`config.mk`:
```
export PLATFORM = sky130hd
export DESIGN_NAME = tristate_bus_reader
export DESIGN_NICKNAME = d
export VERILOG_FILES = /design/src/rtl/tristate_bus_reader_pkg.sv /design/src/rtl/tristate_bus_reader_settle_counter.sv /design/src/rtl/tristate_bus_reader.sv
export SDC_FILE = /design/constraint.sdc
export NUM_CORES = 1
export LEC_CHECK = 0
export ABC_AREA = 1
export CORE_ASPECT_RATIO = 1.4
export CORE_MARGIN = 3
export CORE_UTILIZATION = 44
export DETAILED_ROUTE_END_ITERATION = 8
export GPL_TIMING_DRIVEN = 0
export PLACE_DENSITY = 0.8
export SYNTH_ARGS = -nofsm -noshare
export SYNTH_HDL_FRONTEND = slang
export SYNTH_HIERARCHICAL = 1
export SYNTH_SLANG_ARGS = --single-unit
```
`constraint.sdc`:
```
create_clock -name Clock -period 1.81 [get_ports Clock]
set_clock_uncertainty 0.05 [all_clocks]
set_input_delay 0.543 -clock Clock [delete_from_list [all_inputs] [get_ports Clock]]
set_output_delay 0.543 -clock Clock [all_outputs]
set_load 0.05 [all_outputs]
```
`src/rtl/tristate_bus_reader_pkg.sv`:
```
// Shared types and constants for the tri-state bus reader.
package tristate_bus_reader_pkg;

  localparam int unsigned DefNrOfBits     = 32;
  localparam int unsigned DefNrOfRegs     = 8;
  localparam int unsigned DefIndexBits    = 5;
  localparam int unsigned DefSettleCycles = 1;
  localparam int unsigned MaxNrOfRegs     = 32;

  typedef enum logic [1:0] {
    StIdle,
    StDrive,
    StRespond
  } state_e;

  // All selects deasserted; callers truncate to their register count.
  function automatic logic [MaxNrOfRegs-1:0] cs_idle();
    return '1;
  endfunction

endpackage

```
`src/rtl/tristate_bus_reader_settle_counter.sv`:
```
// Loadable down-counter with Tick enable; terminal flags the last count.
module tristate_bus_reader_settle_counter #(
  parameter int unsigned Width = 2
) (
  input  logic             Clock,
  input  logic             Reset,
  input  logic             Tick,
  input  logic             load_i,
  input  logic [Width-1:0] load_value_i,
  input  logic             dec_i,
  output logic             terminal_o
);

  logic [Width-1:0] count_q, count_d;

  // Next count: load wins over decrement; both wait for Tick.
  always_comb begin
    count_d = count_q;
    if (Tick) begin
      if (load_i) begin
        count_d = load_value_i;
      end else if (dec_i && (count_q != '0)) begin
        count_d = count_q - Width'(1);
      end
    end
  end

  // Count register.
  always_ff @(posedge Clock or posedge Reset) begin
    if (Reset) begin
      count_q <= '0;
    end else begin
      count_q <= count_d;
    end
  end

  assign terminal_o = (count_q == Width'(1));

endmodule

```
`src/rtl/tristate_bus_reader.sv`:
```
// Reads one register at a time from a shared tri-state bus.
// Optional BUS_DOUBLE_SAMPLE_EN: hold select one extra Tick and compare two samples.
module tristate_bus_reader
  import tristate_bus_reader_pkg::*;
#(
  parameter int unsigned NrOfBits     = DefNrOfBits,
  parameter int unsigned NrOfRegs     = DefNrOfRegs,
  parameter int unsigned IndexBits    = DefIndexBits,
  parameter int unsigned SettleCycles = DefSettleCycles
) (
  input  logic                 Clock,
  input  logic                 Reset,
  input  logic                 Tick,
  input  logic                 req_valid,
  output logic                 req_ready,
  input  logic [IndexBits-1:0] req_index,
  output logic [NrOfRegs-1:0]  cs_n,
  input  logic [NrOfBits-1:0]  bus_in,
  output logic                 rsp_valid,
  input  logic                 rsp_ready,
  output logic [NrOfBits-1:0]  rsp_data,
  output logic                 rsp_err
);

`ifdef BUS_DOUBLE_SAMPLE_EN
  localparam int unsigned DriveTicks = SettleCycles + 1;
`else
  localparam int unsigned DriveTicks = SettleCycles;
`endif
  localparam int unsigned CntW = $clog2(DriveTicks + 1);
  localparam logic [NrOfRegs-1:0] CsIdle = NrOfRegs'(cs_idle());

  state_e               state_q, state_d;
  logic [NrOfRegs-1:0]  cs_n_q, cs_n_d;
  logic [NrOfBits-1:0]  rsp_data_q, rsp_data_d;
  logic                 rsp_err_q, rsp_err_d;
  logic [NrOfRegs-1:0]  sel_dec;
  logic                 in_range;
  logic                 cnt_load, cnt_dec, cnt_terminal;
  logic                 mismatch;

  assign in_range = (32'(req_index) < NrOfRegs);

  // One-hot-low decode of the requested index.
  always_comb begin
    sel_dec = CsIdle;
    for (int unsigned i = 0; i < NrOfRegs; i++) begin
      sel_dec[i] = (32'(req_index) != i);
    end
  end

`ifdef BUS_DOUBLE_SAMPLE_EN
  logic [NrOfBits-1:0] sample_q, sample_d;

  // Keep the previous drive-phase sample so the final Tick can compare against it.
  always_comb begin
    sample_d = sample_q;
    if ((state_q == StDrive) && Tick) begin
      sample_d = bus_in;
    end
  end

  // Sample register.
  always_ff @(posedge Clock or posedge Reset) begin
    if (Reset) begin
      sample_q <= '0;
    end else begin
      sample_q <= sample_d;
    end
  end

  assign mismatch = (bus_in != sample_q);
`else
  assign mismatch = 1'b0;
`endif

  // Next-state, select and response logic.
  always_comb begin
    state_d    = state_q;
    cs_n_d     = cs_n_q;
    rsp_data_d = rsp_data_q;
    rsp_err_d  = rsp_err_q;
    cnt_load   = 1'b0;
    cnt_dec    = 1'b0;
    req_ready  = 1'b0;
    rsp_valid  = 1'b0;
    unique case (state_q)
      StIdle: begin
        req_ready = 1'b1;
        if (Tick && req_valid) begin
          if (in_range) begin
            cs_n_d   = sel_dec;
            cnt_load = 1'b1;
            state_d  = StDrive;
          end else begin
            rsp_data_d = '0;
            rsp_err_d  = 1'b1;
            state_d    = StRespond;
          end
        end
      end
      StDrive: begin
        cnt_dec = 1'b1;
        if (Tick && cnt_terminal) begin
          cs_n_d     = CsIdle;
          rsp_data_d = bus_in;
          rsp_err_d  = mismatch;
          state_d    = StRespond;
        end
      end
      StRespond: begin
        rsp_valid = 1'b1;
        if (Tick && rsp_ready) begin
          state_d = StIdle;
        end
      end
      default: begin
        cs_n_d  = CsIdle;
        state_d = StIdle;
      end
    endcase
  end

  // State and registered outputs; reset floats every register immediately.
  always_ff @(posedge Clock or posedge Reset) begin
    if (Reset) begin
      state_q    <= StIdle;
      cs_n_q     <= CsIdle;
      rsp_data_q <= '0;
      rsp_err_q  <= 1'b0;
    end else begin
      state_q    <= state_d;
      cs_n_q     <= cs_n_d;
      rsp_data_q <= rsp_data_d;
      rsp_err_q  <= rsp_err_d;
    end
  end

  tristate_bus_reader_settle_counter #(
    .Width (CntW)
  ) u_settle_counter (
    .Clock        (Clock),
    .Reset        (Reset),
    .Tick         (Tick),
    .load_i       (cnt_load),
    .load_value_i (CntW'(DriveTicks)),
    .dec_i        (cnt_dec),
    .terminal_o   (cnt_terminal)
  );

  assign cs_n     = cs_n_q;
  assign rsp_data = rsp_data_q;
  assign rsp_err  = rsp_err_q;

endmodule
```
# Yosys cells after proc, flatten, opt, wreduce, memory -nomap -nowiden
# Index checks and enable logic that the tools add are counted.
# totals
in_bits	42
wordCells	59
register_bits	44
# op_classes
n_addsub	1
n_bitwise	1
order_cmp	1
n_reduce_logical	12
muxes	25
n_eq_ne	14
# op_table
op	n
two-way mux 32 bit	3
one-hot mux 32 bit (2 select lines)	1
two-way mux 8 bit	3
one-hot mux 8 bit (3 select lines)	1
!= test 5 x 3 -> 1 bit (second input constant)	4
two-way mux 1 bit	11
!= test 2 bit (second input constant)	5
!= test 5 x 2 -> 1 bit (second input constant)	2
two-way mux 2 bit	4
AND reduction 4 bit	2
one-hot mux 2 bit (3 select lines)	1
< comparator 5 x 4 -> 1 bit (second input constant)	1
!= test 5 x 1 -> 1 bit (second input constant)	1
nonzero test 5 bit	1
logical AND 1 bit	4
nonzero test 2 bit	2
AND reduction 3 bit	1
equality test 2 x 1 -> 1 bit (second input constant)	1
equality test 2 bit (second input constant)	1
logical NOT 2 bit	1
one-hot mux 1 bit (2 select lines)	1
AND reduction 2 bit	1
inverter 1 bit	1
subtractor 1 bit (second input constant)	1

# Longest topological paths before layout
# depth
ltp_word	6
ltp_mapped	7

# Cells and area by module
# The synthesis kept the hierarchy.
# by_module_without_submodules
module	area_per_inst_um2	cells_each	n_inst	seq_area_each_um2
tristate_bus_reader	2142.1	292	1	1086.0
tristate_bus_reader_settle_counter	48.8	7	1	25.0

# Least setup slack after synthesis
# OpenSTA, ideal clock, no wires.
# synth_timing
kind	reg-to-reg
start	register state_q[1]
end	register rsp_data_q[0] (netlist: rsp_data[0])
path_slack_ns	0.241
required_ns	1.693
arrival_ns	1.453
period_less_slack_ns	1.569
stages_incl_launch_ff	7
cell_sequence	dfrtp_1 -> nor2_4 -> nand2_1 -> nand2_4 -> clkbuf_1 -> o21ai_0 -> nand2_1
# synth_between
elab_chain_len	3
# synth_lines
element	line	rtl
from (decl)	tristate_bus_reader.sv:33	state_e state_q, state_d;
from (signal assigned)	tristate_bus_reader.sv:127	state_q <= StIdle;
from (signal assigned)	tristate_bus_reader.sv:132	state_q <= state_d;
equality test 2 x 1 -> 1 bit or logical NOT 2 bit (tied branches)	tristate_bus_reader.sv:87	unique case (state_q)
!= test 2 bit (no line) or nonzero test 2 bit (tied branches)	n/a	
AND reduction 4 bit (no line)	n/a	
to (signal assigned)	tristate_bus_reader.sv:134	rsp_data_q <= rsp_data_d;
to (decl)	tristate_bus_reader.sv:35	logic [NrOfBits-1:0] rsp_data_q, rsp_data_d;
# Parallel ways exist; a longest one is shown, timed or not.
# A chain may end at the register's enable or synchronous reset.

# Worst setup path in the final report
# layout_timing
start	register cs_n_q[3] (netlist: cs_n[3])
end	output cs_n[3]
# layout_rtl
element	line	rtl
from (decl)	tristate_bus_reader.sv:34	logic [NrOfRegs-1:0] cs_n_q, cs_n_d;
from (signal assigned)	tristate_bus_reader.sv:128	cs_n_q <= CsIdle;
from (signal assigned)	tristate_bus_reader.sv:133	cs_n_q <= cs_n_d;
to (decl)	tristate_bus_reader.sv:17	output logic [NrOfRegs-1:0] cs_n,
# No word-level cell between the ends.

==> impl_metrics.toml <==
[run_status]
status = "finished, final reports clean"

[clock_tree]
cts_tree = "done"
cts_hold_buf = 0
htreeDepth = 2
worst_skew_pair.late_latency_ns = 0.30
cts_buffers = 5
ctsRootBufferMaster = "clkbuf_8"
clock_sinks = 44
clkTransAtPathRegs_ns = 0.08
cts_buffer_depth = 2

[placement]
gp_congestion = 0.7077
dp_cells = 446
portBuffers = 84
dpl.hpwl_mm = 3.869
dp_slack_ns = -0.3377

[global_route]
grt_pass1_wl_mm = 8.404
grt_pass1_vias = 1870
antenna_found_initial = 0
grt_max_degree = 34
grt_usage_pct = 18.66
grt-ovfl-total = 0

[drt]
drtAntennaViolNets = 0
vias = 2097
drtIter0Drc = 130
finalWirelength_mm = 5.343
post-route-drc-count = 0
first_pass_iters = 4
wire_per_inst_microns = 11.72
routed_via_density = 4.599

[setup_path]
r2r_slack_ns = 0.38
critPathKind = "flop to output port"
crit_required_ns = 1.22
cp-end-kind = "output port"
path_cells = "clkdlybuf4s18_2"
cp_top_family = "flip-flops"
r2r_cells = 7
critPathSlowestCell = "dfstp_2"
worstPathArrival_ns = 1.19
startpoint_type = "flop"
reg2reg_from = "state_q[0]$_DFFE_PP0P_"
r2r_end = "rsp_err$_DFFE_PP0P_"
cp.buffers_inverters = 1
slowest_delay_ns = 0.54
cp_max_fo = 2

[floorplan]
die_area_sq_um = 5874
die_y_microns = 89.49
die_x_microns = 65.64
ios = 85
start_util_pct = 46.81
core_area_sq_um = 4681
rows = 29

[layout]
nNetsFinal = 435
syn_to_final_growth_pct = 45.97
finalNonFillerCells = 456
drive_above_1_share_pct = 13.45
diodes = 0

[timing]
fmax_mhz = 561.8
period_share_pct = 98.34
timing.final.max_slew_violations = 0
setup_viol = 0
hold_violations = 0
slew_headroom_pct = 64.99
layout_min_cycle_time_ns = 1.780
worst_pin_slew_ns = 0.5272
worst_slack_ns = 0.03005

[yosys]
avgSynthCellArea_sq_um = 7.327
syn_nets = 341
yosysUniqueCellTypes = 20
synth.area.top_cells = "dfrtp_1 (41%), nand2_1 (18%), dfstp_2 (9.6%)"
yosys_register_bits = 44
yosysTopAreaCell = "dfrtp_1"
yosysSeqAreaShare_pct = 50.71
syn_inst = 299
yosys_warnings = 6
netlist_area_sq_um = 2191
synth.top_cell.area_share_pct = 41.12

[flow_run]
maxCapViolCount = 0

[pwr]
power_density_nw_per_um2 = 1195
p_leak_nw = 1.877
peakVddDrop_uv = 643.2

[hold_path]
hp-class = "input port to asynchronous set/reset pin"
-- cell usage after synthesis --
| library cell | count |
|---|---|
| nand2_4 | 1 |
| nor2_1 | 40 |
| nor2_4 | 2 |
| nand3_2 | 1 |
| dfstp_2 | 8 |
| inv_2 | 1 |
| nand2_2 | 2 |
| nand2_1 | 103 |
| o21ai_0 | 35 |
| nand3_1 | 8 |
| clkbuf_1 | 6 |
| a21oi_1 | 2 |
| buf_2 | 3 |
| nor3_1 | 1 |
| nor2_2 | 1 |
| buf_6 | 3 |
| inv_1 | 44 |
| or2_2 | 1 |
| conb_1 | 1 |
| dfrtp_1 | 36 |
-- per-stage QoR --
stage | total power [mW] | utilization (%) | area [sq um] | TNS [ns] | hold WS (ns)
global route | 4.056 | 68.32 | 3198 | -0.007355 | 0.3790
floorplan | 2.620 | - | 2191 | 0 | 0.2217
CTS | 3.830 | 68.11 | 3188 | 0 | 0.3608
global placement | 3.219 | 66.43 | 3109 | -40.54 | 0.3996
finish | 3.822 | 68.32 | 3198 | 0 | 0.3715
detailed placement | 3.257 | 66.85 | 3129 | -12.40 | 0.4030
-- final cells by class --
type | count | area, sq um
Clock buffer | 8 | 90.09
Fill cell | 415 | 1483
Sequential cell | 44 | 1114
Multi-Input combinational cell | 198 | 844.6
Buffer | 12 | 81.33
Tap cell | 62 | 77.57
Timing Repair Buffer | 87 | 822.0
Inverter | 45 | 168.9
-- sequential cells by signal, indices dropped and copies added (netlist names) --
register                     flops
rsp_data                        32
cs_n                             8
u_settle_counter/terminal_o      1
state_q                          2
rsp_err                          1
-- placed cells by master, fill, tap and decap left out, drive strengths merged --
cell type / instances
dlymetal6s2s: 1
o21ai: 35
clkdlybuf4s50: 40
a21oi: 2
inv: 45
nor3: 1
conb: 1
buf: 18
dlygate4sd2: 24
clkdlybuf4s15: 9
nor2: 43
clkbuf: 12
nand2: 106
nand3: 9
dfstp: 8
dfrtp: 36
or2: 1
clkdlybuf4s18: 3
-- layer usage --
metal | vias to the layer above | part of all wire, % | global-route usage [%]
li1 | 1080 | - | -
met1 | 942 | 38 | 20.96
met2 | 69 | 54 | 33.85
met3 | 6 | 6.1 | 3.899
met4 | 0 | 1.4 | 7.925
met5 | - | 0 | 0
-- what timing repair did --
action / CTS / global route
pin swaps: 0 / 1
resized for setup: 75 / 39
setup endpoints to repair: 47 / 55
buffers inserted: 0 / 2
-- worst max path at each step --
stage / cells past startpoint / start / slack [ns] / to
finish: 1 / cs_n[3]$_DFFE_PP1P_ / 0.03 / cs_n[3]
global route: 8 / req_index[3] / -0.007 / rsp_err$_DFFE_PP0P_
CTS: 1 / cs_n[2]$_DFFE_PP1P_ / 0.005 / cs_n[2]
detailed placement: 7 / Tick / -0.34 / rsp_data[12]$_DFFE_PP0P_
global placement: 2 / Reset / -0.73 / rsp_data[21]$_DFFE_PP0P_
floorplan: 1 / Reset / 0.23 / rsp_data[0]$_DFFE_PP0P_
-- cells by family (layout without fill, tap and decap cells) --
group	Yosys count	after routing	synth area share (%)
and+or+nand+nor	160	160	29.70
buffers and inverters	57	152	10.96
DFF	44	44	50.71
AOI/OAI and AO/OA	37	37	8.452
other	1	1	0.1712
-- power breakdown --
part	switching, mW	internal, mW	leakage (nW)
combinational	1.32	0.570	1.25
sequential	0.0977	1.20	0.577
clock	0.316	0.311	0.0455
No activity file was read; power rests on OpenSTA's default activity.
